## config.mk

```make
export PLATFORM = sky130hd
export DESIGN_NAME = uart_rx_top
export DESIGN_NICKNAME = d
export VERILOG_FILES = /design/src/rtl/uart_pkg.sv /design/src/rtl/uart_rx_sync.sv /design/src/rtl/uart_rx_top.sv
export SDC_FILE = /design/constraint.sdc
export NUM_CORES = 1
export LEC_CHECK = 0
export CAP_MARGIN = 20
export CORE_ASPECT_RATIO = 0.75
export CORE_MARGIN = 4
export CORE_UTILIZATION = 30
export CTS_BUF_LIST = sky130_fd_sc_hd__clkbuf_16
export DETAILED_ROUTE_END_ITERATION = 7
export PLACE_DENSITY_LB_ADDON = 0.2
export SLEW_MARGIN = 20
export SYNTH_ARGS = -nofsm -noshare
export SYNTH_HDL_FRONTEND = slang
export SYNTH_SLANG_ARGS = --single-unit
```

## constraint.sdc

```tcl
create_clock -name clk -period 3.1 [get_ports clk]
set_input_delay 0.465 -clock clk [delete_from_list [all_inputs] [get_ports clk]]
set_output_delay 0.465 -clock clk [all_outputs]
set_load 0.03 [all_outputs]
```

## src/rtl/uart_pkg.sv

```systemverilog
// Shared UART types and helpers: receiver states, word length decode and the
// parity rule used by both transmitter and receiver.
package uart_pkg;

    typedef enum logic [2:0] {
        IDLE,
        START,
        DATA,
        PARITY,
        STOP
    } rx_state_t;

    // Line configuration captured at the start bit and held for the whole frame
    typedef struct packed {
        logic       pen;
        logic       eps;
        logic       sticky;
        logic [1:0] wls;
    } line_cfg_t;

    function automatic logic [3:0] word_len(input logic [1:0] wls);
        return 4'd5 + {2'b00, wls};
    endfunction

    // Unused upper data bits must be zero for the XOR reduction to be correct
    function automatic logic parity_bit(input logic [7:0] data,
                                        input logic       eps,
                                        input logic       sticky);
        logic p;
        if (sticky)
            p = ~eps;
        else if (eps)
            p = ^data;
        else
            p = ~^data;
        return p;
    endfunction

endpackage

```

## src/rtl/uart_rx_sync.sv

```systemverilog
// Brings the asynchronous serial line into the clk domain and flags falling
// edges of the synchronised line.
module uart_rx_sync #(
    parameter int SYNC_STAGES = 2
) (
    input  logic clk,
    input  logic rst,
    input  logic rx,
    output logic rx_s,
    output logic fall
);

    logic [SYNC_STAGES-1:0] sync_q;
    logic                   prev_q;

    // Flops reset to the idle-high level so leaving reset never looks like a start edge
    always_ff @(posedge clk) begin
        if (rst) begin
            sync_q <= '1;
            prev_q <= 1'b1;
        end else begin
            sync_q <= {sync_q[SYNC_STAGES-2:0], rx};
            prev_q <= sync_q[SYNC_STAGES-1];
        end
    end

    assign rx_s = sync_q[SYNC_STAGES-1];
    assign fall = prev_q & ~rx_s;

endmodule

```

## src/rtl/uart_rx_top.sv

```systemverilog
// 16550-style serial receiver: start detection, mid-bit sampling of data,
// parity and stop, and one push per frame with pe/fe/bi status.
module uart_rx_top #(
    parameter int OVERSAMPLE  = 16,
    parameter int SYNC_STAGES = 2
) (
    input  logic       clk,
    input  logic       rst,
    input  logic       baud_pulse,
    input  logic       rx,
    input  logic       pen,
    input  logic       eps,
    input  logic       sticky_parity,
    input  logic [1:0] wls,
    output logic       push,
    output logic [7:0] dout,
    output logic       pe,
    output logic       fe,
    output logic       bi
);

    import uart_pkg::*;

    localparam int            CW   = $clog2(OVERSAMPLE);
    localparam logic [CW-1:0] HALF = CW'(OVERSAMPLE / 2 - 1);
    localparam logic [CW-1:0] FULL = CW'(OVERSAMPLE - 1);

    logic rx_s;
    logic fall;

    uart_rx_sync #(
        .SYNC_STAGES(SYNC_STAGES)
    ) u_sync (
        .clk (clk),
        .rst (rst),
        .rx  (rx),
        .rx_s(rx_s),
        .fall(fall)
    );

    rx_state_t     state, state_n;
    logic [CW-1:0] cnt, cnt_n;
    logic [2:0]    bitn, bitn_n;
    logic [7:0]    shift, shift_n;
    line_cfg_t     cfg, cfg_n;
    logic          par_q, par_n;
    logic          push_n;
    logic [7:0]    dout_n;
    logic          pe_n, fe_n, bi_n;
    line_cfg_t     cfg_in;
    logic          last_bit;

    assign cfg_in   = '{pen: pen, eps: eps, sticky: sticky_parity, wls: wls};
    assign last_bit = ({1'b0, bitn} == (word_len(cfg.wls) - 4'd1));

    always_ff @(posedge clk) begin
        if (rst) begin
            state <= IDLE;
            cnt   <= '0;
            bitn  <= '0;
            shift <= '0;
            cfg   <= '0;
            par_q <= 1'b0;
            push  <= 1'b0;
            dout  <= '0;
            pe    <= 1'b0;
            fe    <= 1'b0;
            bi    <= 1'b0;
        end else begin
            state <= state_n;
            cnt   <= cnt_n;
            bitn  <= bitn_n;
            shift <= shift_n;
            cfg   <= cfg_n;
            par_q <= par_n;
            push  <= push_n;
            dout  <= dout_n;
            pe    <= pe_n;
            fe    <= fe_n;
            bi    <= bi_n;
        end
    end

    always_comb begin
        state_n = state;
        cnt_n   = cnt;
        bitn_n  = bitn;
        shift_n = shift;
        cfg_n   = cfg;
        par_n   = par_q;
        push_n  = 1'b0;
        dout_n  = dout;
        pe_n    = pe;
        fe_n    = fe;
        bi_n    = bi;

        case (state)
            IDLE: begin
                if (fall) begin
                    state_n = START;
                    cnt_n   = '0;
                    cfg_n   = cfg_in;
                end
            end

            START: begin
                if (baud_pulse) begin
                    if (cnt == HALF) begin
                        cnt_n = '0;
                        if (rx_s) begin
                            state_n = IDLE;
                        end else begin
                            state_n = DATA;
                            bitn_n  = '0;
                            shift_n = '0;
                            par_n   = 1'b0;
                        end
                    end else begin
                        cnt_n = cnt + 1'b1;
                    end
                end
            end

            DATA: begin
                if (baud_pulse) begin
                    if (cnt == FULL) begin
                        cnt_n         = '0;
                        shift_n[bitn] = rx_s;
                        if (last_bit)
                            state_n = cfg.pen ? PARITY : STOP;
                        else
                            bitn_n = bitn + 3'd1;
                    end else begin
                        cnt_n = cnt + 1'b1;
                    end
                end
            end

            PARITY: begin
                if (baud_pulse) begin
                    if (cnt == FULL) begin
                        cnt_n   = '0;
                        par_n   = rx_s;
                        state_n = STOP;
                    end else begin
                        cnt_n = cnt + 1'b1;
                    end
                end
            end

            STOP: begin
                if (baud_pulse) begin
                    if (cnt == FULL) begin
                        cnt_n  = '0;
                        push_n = 1'b1;
                        dout_n = shift;
                        pe_n   = cfg.pen && (par_q != parity_bit(shift, cfg.eps, cfg.sticky));
                        fe_n   = ~rx_s;
                        bi_n   = (shift == 8'h00) && (!cfg.pen || !par_q) && !rx_s;
                        // An edge coinciding with the stop sample still opens the next frame
                        if (fall) begin
                            state_n = START;
                            cfg_n   = cfg_in;
                        end else begin
                            state_n = IDLE;
                        end
                    end else begin
                        cnt_n = cnt + 1'b1;
                    end
                end
            end

            default: begin
                state_n = IDLE;
                cnt_n   = '0;
            end
        endcase
    end

endmodule

```

## After elaboration in Yosys (flattened, before gate mapping)

Cells that the tools add are included.

- Bits in registers: 39
- Input bits: 9
- Output and inout bits: 12

- Add/subtract/negate cells: 4
- Magnitude comparators: 2
- Eq/ne operators: 21
- Mux-type cells: 52
- Bitwise gates (word level): 5
- Reductions and logical operators: 24

Operator list:

| cell | number |
|---|---|
| $mux W3 | 17 |
| $mux W8 | 5 |
| $ne A2 B2 Y1 const B | 12 |
| $mux W4 | 5 |
| $pmux W8 S2 | 1 |
| $mux W5 | 3 |
| $pmux W3 S5 | 1 |
| $mux W1 | 13 |
| $pmux W4 S3 | 1 |
| $reduce_and A6 Y1 | 2 |
| $pmux W5 S2 | 1 |
| $reduce_and A10 Y1 | 1 |
| $reduce_and A3 Y1 | 3 |
| $bwmux W8 | 1 |
| $logic_not A8 Y1 | 1 |
| $reduce_xnor A8 Y1 | 1 |
| $reduce_xor A8 Y1 | 1 |
| $reduce_and A7 Y1 | 1 |
| $eq A3 B2 Y1 const B | 2 |
| $pmux W3 S2 | 1 |
| $reduce_bool A2 Y1 | 3 |
| $reduce_or A3 Y1 | 2 |
| $add A3 B2 Y4 const A | 1 |
| $add A4 B1 Y4 const B | 1 |
| 20 further kinds | 28 |

## Longest topological paths before layout

- Word-level depth: 8
- Depth in mapped cells: 6
- Depth with buffers taken out: 6

## Hierarchy

A second synthesis with hierarchy kept.

- Cells, all modules: 235
- Area, all modules: 1983.2 µm²

Modules (own cells, without submodules):

| module | instances | cells each | area an instance (µm²) | seq. area each (µm²) |
|---|---|---|---|---|
| uart_rx_top | 1 | 228 | 1898.1 | 720.7 |
| uart_rx_sync | 1 | 7 | 85.1 | 60.1 |

## Worst setup path before layout

No wires, ideal clock.

- Path type: reg2reg
- Start point: register state[0]
- End point: register state[1]
- Arrival: 1841 ps
- Data required time: 2979 ps
- Slack: 1138 ps
- Cell stages (with the launch flop): 6
- Path through: dfxtp_1 > buf_6 > or4b_4 > a31o_4 > a221o_1 > mux2_4

- Cells in the longest elaborated chain, start to end: 3
- Elaborated cells between the ends (all ways): 17
- Those cells by class: eq/ne (14); mux (1); reduce/logical (2)

Ends and longest elaborated chain:

| item | RTL line | source |
|---|---|---|
| start: declaration | uart_rx_top.sv:41 | `rx_state_t state, state_n;` |
| start signal: assignment | uart_rx_top.sv:70 | `state <= state_n;` |
| $eq A3 B2 Y1, or another cell as far along | uart_rx_top.sv:97 | `case (state)` |
| $ne A2 B2 Y1 (no line) | - |  |
| $reduce_and A10 Y1 (no line) | - |  |

Parallel ways exist; a longest one is shown, timed or not.
A chain may end at the register's enable or synchronous reset.

## Worst setup path in the final report

- Start point: register state[2]
- End point: register pe

- Cells in the longest elaborated chain, start to end: 2

Ends and longest elaborated chain:

| item | RTL line | source |
|---|---|---|
| $eq A3 B3 Y1 | uart_rx_top.sv:97 |  |
| $reduce_and A3 Y1 (no line) | - |  |
| end signal: assignment | uart_rx_top.sv:78 | `pe <= pe_n;` |
| end: declaration | uart_rx_top.sv:17 | `output logic pe,` |

No other way between the ends.

==> flow_summary_export.csv <==
group,metric,value,unit
timing,timing_hold_violations_final,0,
cts,cts_made_buffers,5,
cts,cts.htree.levels,2,
timing,relSlewSlack,0.588,
global_routing,grt.overflow.total,0,
yosys,ys_types,43,
yosys,synth-seq-cells,39,
global_routing,pin_count_of_the_biggest_net_entering_global_routing,21,
timing,timing.final.crit_share,0.725,
yosys,synth_edf_count,0,
cts,clkLatencyLatePin,0.28,ns
cts,cts.clk_slew.worst_paths,0.06,ns
die,fp.dieW,102,um
yosys,prevailing_post_synth_register_cell,"sky130_fd_sc_hd__dfxtp_1",
timing,tightest_slew,0.618,ns
cts,total_clock_sinks,39,
critical_path,r2r_slack,0.85,ns
critical_path,critPathMaxStageDelay,0.63,ns
die,initial_utilization,0.313,
pwr,cellLeakagePower,0.000782,uW
cells_and_area,layout_area_growth_over_synthesis,21.3,%
yosys,synthesis.instances,237,
critical_path,reg_to_reg_critical_path_startpoint,"state[2]",
critical_path,timing_worst_setup_path_type,"reg -> reg",
worst_hold_path,min-delay-start,"u_sync.sync_q[0]",
cts,postCtsSetupRepairBufs,0,
global_routing,grt_pass1_vias,1587,
yosys,avgSynthCellArea,8.38,um^2
timing,post_route_skew,0.00496,ns
cells_and_area,stdcell_area,2410,um^2
placed_design,detailedPlace.worstSlack,0.615,ns
die,row_count,25,
routing,route.final.wire_length,4820,um
critical_path,critPathArrivalTime,2.46,ns
placed_design,placed_cells,328,
pwr,vdd.ir_drop.worst,0.178,mV
timing,min_period,2.25,ns
flow_run,drv_cap,0,
die,fp.dieH,78.5,um
placed_design,portBuffers,20,
cells_and_area,diodes,0,
critical_path,cells_traversed_along_the_worst_timing_path,"inv_1 -> or4_1 -> or4_1 -> a31oi_1",
global_routing,gr-usage-all-layers,0.132,
yosys,syn_nets,252,
timing,totalNegativeSetupSlack,0,ns
routing,drc,0,
routing,total_vias_in_the_final_route,1699,
yosys,synth.yosys.seq_area_share,0.393,
cts,ctsRootBufferMaster,"sky130_fd_sc_hd__clkbuf_16",
routing,drt_first_iter_violations,87,
die,design.die.area,8000,um^2
cells_and_area,finalNonFillerCells,336,
cts,cts_buffer_depth,2,
cts,postCtsResizedCells,0,
placed_design,gpl.final_weighted_congestion,0.790,
timing,report.final.slew_viol_count,0,
outcome,run_status,"finished clean",
cts,ctsHoldBuffers,0,
critical_path,critical_path.slowest_cell,"sky130_fd_sc_hd__dfxtp_1",
yosys,synthTopCellsByArea,"sky130_fd_sc_hd__dfxtp_1 39%, sky130_fd_sc_hd__nand2_1 4.9%, sky130_fd_sc_hd__a21oi_1 4.8%",
critical_path,worst-r2r-cell-count,4,
timing,grt_setup_unrepaired,"no",
yosys,yosys_warnings,0,
timing,finalWorstSetupSlack,0.851,ns
timing,finalSetupViolCount,0,
yosys,synth.top_cells.by_count,"39 x sky130_fd_sc_hd__dfxtp_1, 26 x sky130_fd_sc_hd__nand2_1, 19 x sky130_fd_sc_hd__a21oi_1, 15 x sky130_fd_sc_hd__o21ai_0, 14 x sky130_fd_sc_hd__inv_1",
yosys,post-synth-top-area-cell,"sky130_fd_sc_hd__dfxtp_1",
die,floorplan.core_area,6350,um^2
critical_path,setup.worst_path.start_class,"register",
routing,drt-vias-per-instance,5.06,
placed_design,post_dp_cell_area,2270,um^2
critical_path,worst_r2r_endpoint,"pe",
global_routing,antenna_found_initial,0,
cts,tritoncts,"built",
critical_path,worst_path_most_repeated_cell,"sky130_fd_sc_hd__or4_1",
pwr,power_per_cell_area,448,nW/um^2
yosys,synthesis.area,1990,um^2
yosys,synth-async-reset-ratio,0,
cells_and_area,net_count_reported_at_finish,269,
placed_design,dpl.hpwl,3470,um
critical_path,critical_path.endpoint,"pe",
cells_and_area,layout-drive-gt1-share,0.0863,
critical_path,cp_data_required_time,3.31,ns
yosys,synth_top_area_share,0.393,
critical_path,setup.worst_path.start,"state[2]",
critical_path,worst_setup_path_end_kind,"register",
routing,detail_route.first_pass.iterations,4,
critical_path,crit_path_max_fanout,14,
routing,drtAntennaViolNets,0,
yosys,yosys.cell_count.top_type,"sky130_fd_sc_hd__dfxtp_1",
worst_hold_path,worst_hold_path_type,"reg -> reg",
routing,wl_per_cell,14.4,um
timing,achievable_frequency,0.445,GHz
die,boundaryPins,21,
global_routing,wire_length_of_the_first_global_routing_pass,8250,um
cell usage in the layout (no fill, tap or decap), types with 7 or more instances in the layout:
cell	synthesis	layout
sky130_fd_sc_hd__nor2_1	12	12
sky130_fd_sc_hd__clkdlybuf4s50_1	0	20
sky130_fd_sc_hd__dfxtp_1	39	39
sky130_fd_sc_hd__inv_1	14	14
sky130_fd_sc_hd__a21oi_1	19	19
sky130_fd_sc_hd__o21ai_0	15	15
sky130_fd_sc_hd__nand2_1	26	26
sky130_fd_sc_hd__nand3_1	7	7
sky130_fd_sc_hd__mux2i_1	7	7
sky130_fd_sc_hd__nor3_1	7	7
per-layer routing:
layer | global-route usage | part of all wire | vias up
li1 | - | - | 891
met1 | 0.209 | 0.56 | 778
met2 | 0.171 | 0.39 | 25
met3 | 0.0382 | 0.042 | 5
met4 | 0.0315 | 0.0083 | 0
met5 | 0 | 0 | -
state kept, by name, indices dropped and copies added (netlist names), 2 cells and up:
| name | cells |
|---|---|
| shift | 8 |
| cfg | 5 |
| dout | 8 |
| cnt | 4 |
| u_sync.sync_q | 2 |
| state | 3 |
| bitn | 3 |
critical path: cells and delay by family, from the launching register on:
kind,cells,cell delay (ns)
AOI/OAI and AO/OA,1,0.17
and+or+nand+nor,2,1.11
DFF,1,0.63
buffers and inverters,1,0.27
worst min-delay path by stage:
stage | to | slack [ns] | cells after the start
floorplan | u_sync.sync_q[1] | 0.39 | 1
global placement | u_sync.sync_q[1] | 0.41 | 1
detailed placement | u_sync.sync_q[1] | 0.40 | 1
CTS | u_sync.sync_q[1] | 0.42 | 1
global route | u_sync.sync_q[1] | 0.44 | 1
finish | u_sync.sync_q[1] | 0.42 | 1
final cells by class:
type,count,area (um^2)
sequential,39,781
inverter,14,52.6
timing repair buffer,26,245
fill,669,3940
multi-input combinational,168,1090
clock buffer,5,125
tap,81,101
clock inverter,3,15.0
where the power goes:
part | total (uW) | switching (uW) | internal [uW]
clock network | 487 | 195 | 292
registers | 521 | 13.0 | 508
logic | 71.1 | 38.3 | 32.8
logic make-up (layout without fill, tap and decap cells):
kind of cell,count (synthesis),in the layout,synth area share
flops,39,39,0.393
compound gates,64,64,0.210
simple gates,82,82,0.219
buf+inv,30,48,0.0618
xor+xnor,8,8,0.0353
mux,8,8,0.0428
fa+ha+maj,6,6,0.0378
through the flow:
step,power (uW),util,hold WS (ns)
final,1080,0.379,0.416
after global routing,1120,0.379,0.441
after CTS,1090,0.379,0.419
after detailed placement,602,0.357,0.404
after global placement,603,0.357,0.409
after floorplan,579,-,0.389
Note: power is estimated with default switching activity, not from simulation.
